$ cat config.mk
export PLATFORM = sky130hd
export DESIGN_NAME = micro_op_sequencer
export DESIGN_NICKNAME = d
export VERILOG_FILES = /design/src/rtl/cpu_pkg.sv /design/src/rtl/micro_op_sequencer.sv
export SDC_FILE = /design/constraint.sdc
export NUM_CORES = 1
export LEC_CHECK = 0
export CORE_ASPECT_RATIO = 0.6
export CORE_UTILIZATION = 46
export CTS_CLUSTER_DIAMETER = 80
export DETAILED_ROUTE_END_ITERATION = 8
export PLACE_DENSITY = 0.75
export SKIP_LAST_GASP = 1
export SYNTH_ARGS = -nofsm -noshare
export SYNTH_HDL_FRONTEND = slang
export SYNTH_SLANG_ARGS = --single-unit
$ cat constraint.sdc
create_clock -name clk -period 1.75 [get_ports clk]
set_input_delay 0.525 -clock clk [delete_from_list [all_inputs] [get_ports clk]]
set_output_delay 0.525 -clock clk [all_outputs]
set_load 0.01 [all_outputs]
$ cat src/rtl/cpu_pkg.sv
`default_nettype none
// ============================================================================
//  Package     : cpu_pkg
//  Description : Opcode constants and sequencer state type shared by the
//                IF/ID micro-op sequencer and the control decoder.
//  Revision    : 1.0 - initial release
// ============================================================================
package cpu_pkg;

  localparam int OPC_W_DEF = 5;

  // First-part opcodes and their second-part (+1) companions
  localparam logic [OPC_W_DEF-1:0] OPC_NOP   = 5'b00000;
  localparam logic [OPC_W_DEF-1:0] OPC_CALL  = 5'b11000;
  localparam logic [OPC_W_DEF-1:0] OPC_CALL2 = 5'b11001;
  localparam logic [OPC_W_DEF-1:0] OPC_RET   = 5'b11010;
  localparam logic [OPC_W_DEF-1:0] OPC_RET2  = 5'b11011;
  localparam logic [OPC_W_DEF-1:0] OPC_RTI   = 5'b11100;
  localparam logic [OPC_W_DEF-1:0] OPC_RTI2  = 5'b11101;
  localparam logic [OPC_W_DEF-1:0] OPC_INT   = 5'b11110;
  localparam logic [OPC_W_DEF-1:0] OPC_INT2  = 5'b11111;

  // Sequencer states: pass-through, owed second part, owed interrupt
  // second part, and flush bubble emission
  typedef enum logic [1:0] {
    ISSUE = 2'd0,
    PART2 = 2'd1,
    INT1  = 2'd2,
    FLUSH = 2'd3
  } seq_state_t;

endpackage : cpu_pkg
`default_nettype wire

$ cat src/rtl/micro_op_sequencer.sv
`default_nettype none
// ============================================================================
//  Module      : micro_op_sequencer
//  Description : Registered IF/ID boundary sequencer. Passes fetched opcodes
//                to decode one cycle later, expands CALL/RET/RTI into their
//                second micro-op, injects the two-part interrupt sequence at
//                instruction boundaries and emits flush bubbles.
//  Revision    : 1.0 - initial release
// ============================================================================
module micro_op_sequencer
  import cpu_pkg::*;
#(
  parameter int               OPC_W         = 5,
  parameter logic [OPC_W-1:0] CALL_OPC      = OPC_CALL,
  parameter logic [OPC_W-1:0] RET_OPC       = OPC_RET,
  parameter logic [OPC_W-1:0] RTI_OPC       = OPC_RTI,
  parameter logic [OPC_W-1:0] INT_OPC       = OPC_INT,
  parameter logic [OPC_W-1:0] NOP_OPC       = OPC_NOP,
  parameter int               FLUSH_BUBBLES = 1
) (
  input  logic             clk,
  input  logic             rst_n,
  input  logic             fetchValid,
  input  logic [OPC_W-1:0] fetchOpcode,
  input  logic             stall,
  input  logic             flush,
  input  logic             intReq,
  output logic             fetchStall,
  output logic             issueValid,
  output logic [OPC_W-1:0] issueOpcode,
  output logic             issuePart,
  output logic             bubble,
  output logic             intAck
);

  // The flush edge itself produces the first bubble, so the counter
  // only has to cover the remaining ones.
  localparam logic [3:0] CNT_RELOAD = 4'(FLUSH_BUBBLES - 1);

  seq_state_t       state_q, state_d;
  logic [3:0]       cnt_q, cnt_d;
  logic             int_pend_q, int_pend_d;
  logic             issue_valid_q, issue_valid_d;
  logic [OPC_W-1:0] issue_opcode_q, issue_opcode_d;
  logic             issue_part_q, issue_part_d;
  logic             bubble_q, bubble_d;
  logic             int_ack_q, int_ack_d;
  logic             take_int;
  logic             fetch_two_part;

  assign take_int       = (state_q == ISSUE) && int_pend_q && !stall && !flush;
  assign fetch_two_part = (fetchOpcode == CALL_OPC) || (fetchOpcode == RET_OPC) ||
                          (fetchOpcode == RTI_OPC);

  // Fetch is held while a second part is owed or an interrupt is injected;
  // flush is left out because fetch is redirecting anyway.
  assign fetchStall = stall || (state_q == PART2) || (state_q == INT1) || take_int;

  // Next-state and next-output computation: flush > stall > normal
  always_comb begin
    state_d        = state_q;
    cnt_d          = cnt_q;
    issue_valid_d  = issue_valid_q;
    issue_opcode_d = issue_opcode_q;
    issue_part_d   = issue_part_q;
    bubble_d       = bubble_q;
    int_ack_d      = int_ack_q;
    // A repeat request while pending merges into the same interrupt
    int_pend_d     = int_pend_q || intReq;

    if (flush) begin
      state_d        = FLUSH;
      cnt_d          = CNT_RELOAD;
      issue_valid_d  = 1'b0;
      issue_opcode_d = NOP_OPC;
      issue_part_d   = 1'b0;
      bubble_d       = 1'b1;
      int_ack_d      = 1'b0;
    end else if (!stall) begin
      case (state_q)
        PART2: begin
          issue_valid_d  = 1'b1;
          issue_opcode_d = issue_opcode_q + 1'b1;
          issue_part_d   = 1'b1;
          bubble_d       = 1'b0;
          int_ack_d      = 1'b0;
          state_d        = ISSUE;
        end
        INT1: begin
          issue_valid_d  = 1'b1;
          issue_opcode_d = INT_OPC + 1'b1;
          issue_part_d   = 1'b1;
          bubble_d       = 1'b0;
          int_ack_d      = 1'b1;
          int_pend_d     = 1'b0;
          state_d        = ISSUE;
        end
        FLUSH: begin
          if (cnt_q != 4'd0) begin
            cnt_d          = cnt_q - 4'd1;
            issue_valid_d  = 1'b0;
            issue_opcode_d = NOP_OPC;
            issue_part_d   = 1'b0;
            bubble_d       = 1'b1;
            int_ack_d      = 1'b0;
          end
        end
        default: ;
      endcase

      // Pass-through: normal ISSUE cycles and the last FLUSH cycle, whose
      // redirected fetch must not be lost (take_int is already false there).
      if ((state_q == ISSUE) || ((state_q == FLUSH) && (cnt_q == 4'd0))) begin
        issue_part_d = 1'b0;
        bubble_d     = 1'b0;
        int_ack_d    = 1'b0;
        state_d      = ISSUE;
        if (take_int) begin
          issue_valid_d  = 1'b1;
          issue_opcode_d = INT_OPC;
          state_d        = INT1;
        end else if (fetchValid) begin
          issue_valid_d  = 1'b1;
          issue_opcode_d = fetchOpcode;
          if (fetch_two_part) state_d = PART2;
        end else begin
          issue_valid_d  = 1'b0;
          issue_opcode_d = NOP_OPC;
        end
      end
    end
  end

  // State, counter, pending latch and registered issue outputs
  always_ff @(posedge clk or negedge rst_n) begin
    if (!rst_n) begin
      state_q        <= ISSUE;
      cnt_q          <= 4'd0;
      int_pend_q     <= 1'b0;
      issue_valid_q  <= 1'b0;
      issue_opcode_q <= NOP_OPC;
      issue_part_q   <= 1'b0;
      bubble_q       <= 1'b0;
      int_ack_q      <= 1'b0;
    end else begin
      state_q        <= state_d;
      cnt_q          <= cnt_d;
      int_pend_q     <= int_pend_d;
      issue_valid_q  <= issue_valid_d;
      issue_opcode_q <= issue_opcode_d;
      issue_part_q   <= issue_part_d;
      bubble_q       <= bubble_d;
      int_ack_q      <= int_ack_d;
    end
  end

  assign issueValid  = issue_valid_q;
  assign issueOpcode = issue_opcode_q;
  assign issuePart   = issue_part_q;
  assign bubble      = bubble_q;
  assign intAck      = int_ack_q;

endmodule : micro_op_sequencer
`default_nettype wire

==> results of run 1 <==
==> cell families after synthesis <==
family	Yosys count
and+or+nand+nor	41
AOI/OAI and AO/OA	30
DFF	16
buffers and inverters	9
adders and majority gates	6
xor gates and xnor gates	4
muxes	2
==> how the worst min path moves through the flow <==
stage                 from     end  slack (ns)  depth (start not counted)
CTS                 intAck  intAck        0.51                          1
finish              intAck  intAck        0.51                          1
floorplan            rst_n  bubble        0.23                          0
detailed placement  intAck  intAck        0.49                          1
global route        intAck  intAck        0.55                          1
global placement    intAck  intAck        0.49                          1
==> stage by stage <==
stage | utilization | power [mW] | area [sq um] | TNS [ns] | setup slack (ns)
final | 0.743 | 1.54 | 1620 | -0.405 | -0.100
after floorplan | - | 0.770 | 1080 | 0 | 0.0259
after global routing | 0.743 | 1.60 | 1620 | -1.07 | -0.198
after detailed placement | 0.638 | 1.01 | 1390 | -2.40 | -0.498
after global placement | 0.638 | 0.994 | 1390 | -1.92 | -0.478
after CTS | 0.701 | 1.44 | 1530 | -0.0845 | -0.0845
==> metal layers <==
metal | routed length [microns] | vias to the layer above | global-route usage
met5 | 0 | - | 0
met1 | 1480 | 529 | 0.327
met2 | 1700 | 61 | 0.455
met3 | 310 | 17 | 0.0756
met4 | 103 | 0 | 0.144
li1 | - | 489 | -
==> power groups by stage <==
stage | combinational (mW) | sequential, mW | clock [mW]
2_1_floorplan | 0.294 | 0.476 | 0
3_3_place_gp | 0.535 | 0.458 | 0
3_5_place_dp | 0.552 | 0.463 | 0
4_1_cts | 0.642 | 0.455 | 0.342
5_1_grt | 0.778 | 0.465 | 0.354
6_report | 0.736 | 0.462 | 0.343
==> sequential cells by signal, summed over array words and instances, names as in the netlist <==
signal / flops
issueOpcode: 5
issueValid: 1
intAck: 1
state_q: 2
issuePart: 1
int_pend_q: 1
bubble: 1
cnt_q: 4
==> Yosys cell counts <==
cell type,count,share of area
inv_1,6,0.021
ha_1,6,0.070
a22o_1,1,0.0081
o211ai_1,2,0.014
o21ai_0,7,0.033
and3_1,2,0.012
and2_1,2,0.012
nor4_4,1,0.020
nor3b_1,2,0.014
nor2_1,10,0.035
nor4_1,1,0.0058
and4bb_2,2,0.023
buf_6,2,0.021
nor2b_1,1,0.0058
o31a_1,1,0.0081
and2b_2,1,0.0081
clkbuf_8,1,0.013
a21oi_1,2,0.0093
and4bb_4,1,0.015
nand2b_1,1,0.0058
nor2_4,2,0.021
or2_2,1,0.0058
nand3_1,2,0.0093
or3_1,2,0.012
o2bb2ai_1,2,0.016
a32o_1,3,0.028
a211oi_1,3,0.021
a31oi_1,3,0.017
o22a_1,1,0.0081
dfrtp_1,16,0.37
a21o_1,2,0.014
xor2_1,1,0.0081
o32ai_2,1,0.015
mux2i_1,2,0.019
o22ai_1,1,0.0058
o21ai_2,1,0.0081
nor3_1,4,0.019
xnor2_1,3,0.024
nand3b_1,1,0.0070
nand2_1,5,0.017
==> area by class of cell <==
class	count	share of cell area
clock buffers	4	0.0340
inverters	6	0.0155
multi-input cells	83	0.444
flip-flops and latches	16	0.248
well taps	30	0.0232
repair buffers	43	0.236
==> timing repair <==
action                                 in CTS  in global routing
gates resized for setup                    19                 14
setup endpoints to repair                  10                 17
endpoints found under the hold margin       0                  0
buffers inserted                            4                  5
hold buffers                                0                  0
pin swaps                                   2                  8
==> worst max-delay path, stage by stage, from the launching register on <==
cell and delay, ns:
dfrtp_1 0.41, inv_2 0.08, ha_4 0.18, nor3_4 0.18, o21ai_2 0.07, buf_2 0.14
==> impl_results.md, run 1 <==
- Outcome: finished with violations
- Failing checks: setup timing
- Sinks on the clock net: 16
- Number of nets in the layout: 170
- CTS buffer count: 3
- Initial core utilization: 0.494
- Critical Path End: fetchStall
- Buffer type at the clock tree root: clkbuf_8
- Final clock skew: between 0.007 and 0.008 ns
- Drc violations: 0
- Startpoint Class: flop
- Leak: a little over 0.7 nW
- Unique cell type count in the Yosys netlist: 40
- Synth-to-layout area growth: 50.5%
- Leading cell type in the layout, fill and taps excluded: buf_4
- Routed Wire Length: about 3.6 mm
- Synth Register Bits: 16
- Mapped Nets: between 100 and 150
- Min-Delay Path Class: reg -> reg
- Crit. Startpoint: state_q[0]
- Setup WS post-layout: -0.100 ns
- Cell count after synthesis: 108
- Sequential group share of total power: 0.300
- Worst Tran Pin Value: a little under 0.4 ns
- Commonest non-fill, non-tap cells in the layout: buf_4, dfrtp_1, clkdlybuf4s50_1
- Final setup violating endpoints: 8
- CP required: about 1.2 ns
- FF-to-FF End: state_q[1]
- Area of combinational cells with multiple inputs: just over 700 sq um
- Area share of xor/xnor cells in the synthesized design: 0.0326
- Worst R2R Start: state_q[1]
- Congestion Overflow GR: 0
- Deepest level of the CTS H-tree: 1
- Antenna violations before repair: 0
- Combinational group share of total power: 0.478
- Core Area: approximately 0.0022 sq mm
- Share of post-route cells with drive strength above 1: 0.342
- Number of DRC violations after detailed-routing iteration 0: 81
- Critical path peak fanout: 3
- Portion of the clock cycle consumed by the worst path in the final layout: 1.06
- Routed length per instance: slightly below 20 microns
- Nature of the critical path endpoint: primary output
- Final critical delay including setup and external delays: about 1.9 ns
- Unrepaired setup endpoints after global routing: yes
- Avg Synthesized Cell Area: ~10 sq um
- Horizontal die dimension: about 64 microns
- Number of vias per cell: 6.02
- Half-perimeter wire length after placement: around 2.2 mm
- Category of the critical setup timing path: reg -> out
- Maximum number of pins on one net before global-route repair: 17
- Number of cell rows: 13
- Post-synthesis share of cell area spent on full adders, half adders and majority gates: 0.0698
- Die height: between 30 and 40 microns
- Worst hold margin: 0.505 ns
- Worst reg-to-reg setup slack: -0.07 ns
- Pre-antenna DRT Iters: 4
- Final Non-Filler Cells: between 150 and 200
- Total die area: between 0.002 and 0.003 sq mm
- Clock transition at the register clock pins on the worst setup and hold paths after CTS: approximately 0.070 ns
- Share of the synthesized area in compound gates (AO/OA/AOI/OAI): 0.206
- Sequential-to-total area share from yosys stat: 0.372
- First-pass GRT wire length: 4.70 mm
- CP arrival: 1.33 ns
- Relative slew margins: 0.737
- Inserted Diodes: 0
- Layout fillers: around 140
- Mapped Area: approximately 0.0011 sq mm
- Via count of the first global-routing pass: between 900 and 1,000
- Share of power burned in the clock network: 0.223
- Multiplexer share of the synthesized area: 0.0186
- IO Port Bufs: 20
- Design internal power: 0.985 mW
- Peak supply drop: about 0.71 mV
- Yosys warnings: 0
- Placer's final routability congestion estimate: about 0.86
- Post-synthesis share of cell area spent on and, or, nand and nor gates: 0.247
- Count of cells along the worst register-to-register path: 7
- Number of endpoints with negative hold slack in the final report: 0
- Total instance count after detailed placement: 170
- Clock insertion delay at the later pin of the skew report: about 0.26 ns
- Sequential cell area: roughly 400 sq um
- Main combinational cell family by area after synthesis: simple AND/OR/NAND/NOR gates
- Switching power share of the total: 0.360
- Final antenna-violating net count: 0
- Vias post-DR: about 1,100
- Fmax: between 500 and 600 MHz
- Max Cap Violations: 0
- Switching power total: 0.555 mW
- All-layer global routing usage: 0.272
- Power per cell area: ~950 mW/mm^2
- Slew Viols, Final: 0
- Total I/O pin count: 21
- Worst-case clock buffer depth: 2
- CTS tree: done
(Power assumes the default switching activity.)
==> run 2, diff against run 1 <==
--- a/config.mk
+++ b/config.mk
@@ -5,11 +5,13 @@
 export SDC_FILE = /design/constraint.sdc
 export NUM_CORES = 1
 export LEC_CHECK = 0
+export CELL_PAD_IN_SITES_DETAIL_PLACEMENT = 1
+export CELL_PAD_IN_SITES_GLOBAL_PLACEMENT = 1
 export CORE_ASPECT_RATIO = 0.6
-export CORE_UTILIZATION = 46
+export CORE_UTILIZATION = 35
 export CTS_CLUSTER_DIAMETER = 80
 export DETAILED_ROUTE_END_ITERATION = 8
-export PLACE_DENSITY = 0.75
+export PLACE_DENSITY_LB_ADDON = 0.1
 export SKIP_LAST_GASP = 1
 export SYNTH_ARGS = -nofsm -noshare
 export SYNTH_HDL_FRONTEND = slang
==> run 2 against run 1 <==
  * The run still ends with setup timing left
  * Maximum frequency increased by 1.2%
  * Via count shrank 5.7%
  * Power is 1.6% higher
  * Critical endpoint unchanged
==> impl_results.md, run 2 (synthesis gave the netlist of run 1 again) <==
- Number of DRC violations after detailed-routing iteration 0: 37
- Half-perimeter wire length after placement: roughly 2.5 mm
- Congestion Overflow GR: 0
- Clock transition at the register clock pins on the worst setup and hold paths after CTS: ~0.070 ns
- Crit. Startpoint: state_q[0]
- Peak supply drop: about 0.46 mV
- All-layer global routing usage: 0.235
- Sinks on the clock net: 16
- Total I/O pin count: 21
- Initial core utilization: 0.372
- Count of cells along the worst register-to-register path: 7
- Vias post-DR: between 1,000 and 1,500
- Power per cell area: 938 mW/mm^2
- CTS tree: done
- Core Area: 0.00289 sq mm
- Final antenna-violating net count: 0
- Top Family by Delay on Critical Path: flip-flops
- Via count of the first global-routing pass: ~1,100
- First-pass GRT wire length: ~5.6 mm
- Unrepaired setup endpoints after global routing: yes
- Post-layout instance area: approximately 0.0017 sq mm
- Final setup violating endpoints: 1
- Placer's final routability congestion estimate: approximately 0.85
- Final critical delay including setup and external delays: approximately 1.8 ns
- Inserted Diodes: 0
- Min-Delay Path Class: reg -> reg
- Total die area: ~0.0033 sq mm
- Number of flip-flops in the largest register: 5
- Total negative slack: -0.0776 ns
- CTS buffer count: 3
- Setup WS post-layout: -0.0776 ns
- Die height: 45.0 microns
- Outcome: finished with violations
- Critical Path End: fetchStall
- Leading cell type in the layout, fill and taps excluded: buf_4
- Final core occ: 0.577
- Horizontal die dimension: around 74 microns
- Max Cap Violations: 0
- Worst reg-to-reg setup slack: 0.02 ns
- CP required: 1.22 ns
- Commonest non-fill, non-tap cells in the layout: buf_4, clkdlybuf4s50_1, dfrtp_1
- Max stage delay cell, worst path: dfrtp_2
- Number of cell rows: 15
- Worst R2R Start: state_q[0]
- Buffer and inverter count on the worst path: 2
- Worst-case clock buffer depth: 2
- Maximum number of pins on one net before global-route repair: 17
- FF-to-FF End: issueOpcode[2]
- Relative slew margins: 0.771
- Layout fillers: 329
- Post-placement setup slack: -0.489 ns
- Worst hold margin: between 0.5 and 0.6 ns
- Startpoint Class: flop
- Portion of the clock cycle consumed by the worst path in the final layout: 1.04
- Number of vias per cell: between 5 and 6
- Worst Tran Pin Value: between 0.3 and 0.4 ns
- Synth-to-layout area growth: 55.0%
- Levels on crit path: 5
- IO Port Bufs: 20
- Pre-antenna DRT Iters: 4
- Slew Viols, Final: 0
- Post-Place Cell Area: 0.00144 sq mm
- Routed length per instance: between 15 and 20 microns
- Final clock skew: about 0.0039 ns
- Highest cell delay on the worst timing path: approximately 0.42 ns
- CP arrival: around 1.3 ns
- Number of nets in the layout: between 150 and 200
- Category of the critical setup timing path: reg -> out
- Number of endpoints with negative hold slack in the final report: 0
- Clock insertion delay at the later pin of the skew report: around 0.25 ns
- Fmax: between 500 and 600 MHz
- Nature of the critical path endpoint: primary output
- Leak: approximately 0.7 nW
- Critical path peak fanout: 4
- Number of buffers inserted for hold repair after clock tree synthesis: 0
- List of cells traversed by the critical path: inv_2, ha_4, nor3_4, o21ai_2, buf_2
- Drc violations: 0
- Depth of the worst hold-timing path: 1
- Buffer type at the clock tree root: clkbuf_8
- Share of post-route cells with drive strength above 1: 0.373
- Deepest level of the CTS H-tree: 1
- Antenna violations before repair: 0
- Failing checks: setup timing
- Routed Wire Length: 3.56 mm
[run 2: layout make-up]
class,instances,area [sq um],area share
well taps,42,52.6,0.0315
inverters,6,25.0,0.0150
repair buffers,49,415,0.249
clock buffers,4,55.1,0.0330
flip-flops and latches,16,403,0.242
multi-input cells,83,717,0.430
[run 2: how the worst min path moves through the flow]
stage	start	slack, ns	to
final	bubble	0.51	bubble
after global routing	bubble	0.54	bubble
after CTS	intAck	0.51	intAck
after detailed placement	intAck	0.49	intAck
after global placement	intAck	0.49	intAck
after floorplan	rst_n	0.23	bubble
[run 2: power by group]
group / internal (mW) / switching (mW) / total, mW
clock network: 0.200 / 0.137 / 0.337
logic: 0.401 / 0.367 / 0.768
registers: 0.416 / 0.0449 / 0.460
[run 2: worst reg2reg max path: stages, from the launching register on]
cell      delay [ns]
dfrtp_2         0.45
buf_4           0.16
ha_4            0.17
and4bb_4        0.23
buf_4           0.15
nor2_4          0.13
nand2_1         0.07
a32o_1          0.26
[run 2: timing repair]
item	4_1_cts	5_1_grt
resized for setup	20	10
endpoints found under the hold margin	0	0
pin swaps	6	3
setup buffers	6	4
endpoints found under the setup margin	12	12
[run 2: stage by stage]
step,power (mW),cells
finish,1.56,200
global route,1.65,200
CTS,1.49,196
detailed placement,1.05,186
global placement,1.04,186
floorplan,0.770,108
[run 2: per-layer routing]
layer / share of wire / global-route usage
met3: 0.045 / 0.0536
met2: 0.45 / 0.347
met1: 0.50 / 0.357
met4: 0.0059 / 0.0346
met5: 0 / 0
==> run 3, diff against run 2 <==
--- a/config.mk
+++ b/config.mk
@@ -5,6 +5,7 @@
 export SDC_FILE = /design/constraint.sdc
 export NUM_CORES = 1
 export LEC_CHECK = 0
+export CAP_MARGIN = 20
 export CELL_PAD_IN_SITES_DETAIL_PLACEMENT = 1
 export CELL_PAD_IN_SITES_GLOBAL_PLACEMENT = 1
 export CORE_ASPECT_RATIO = 0.6
==> results of run 3 <==
No change in the layout: final DEF, timing and power equal those of run 2.
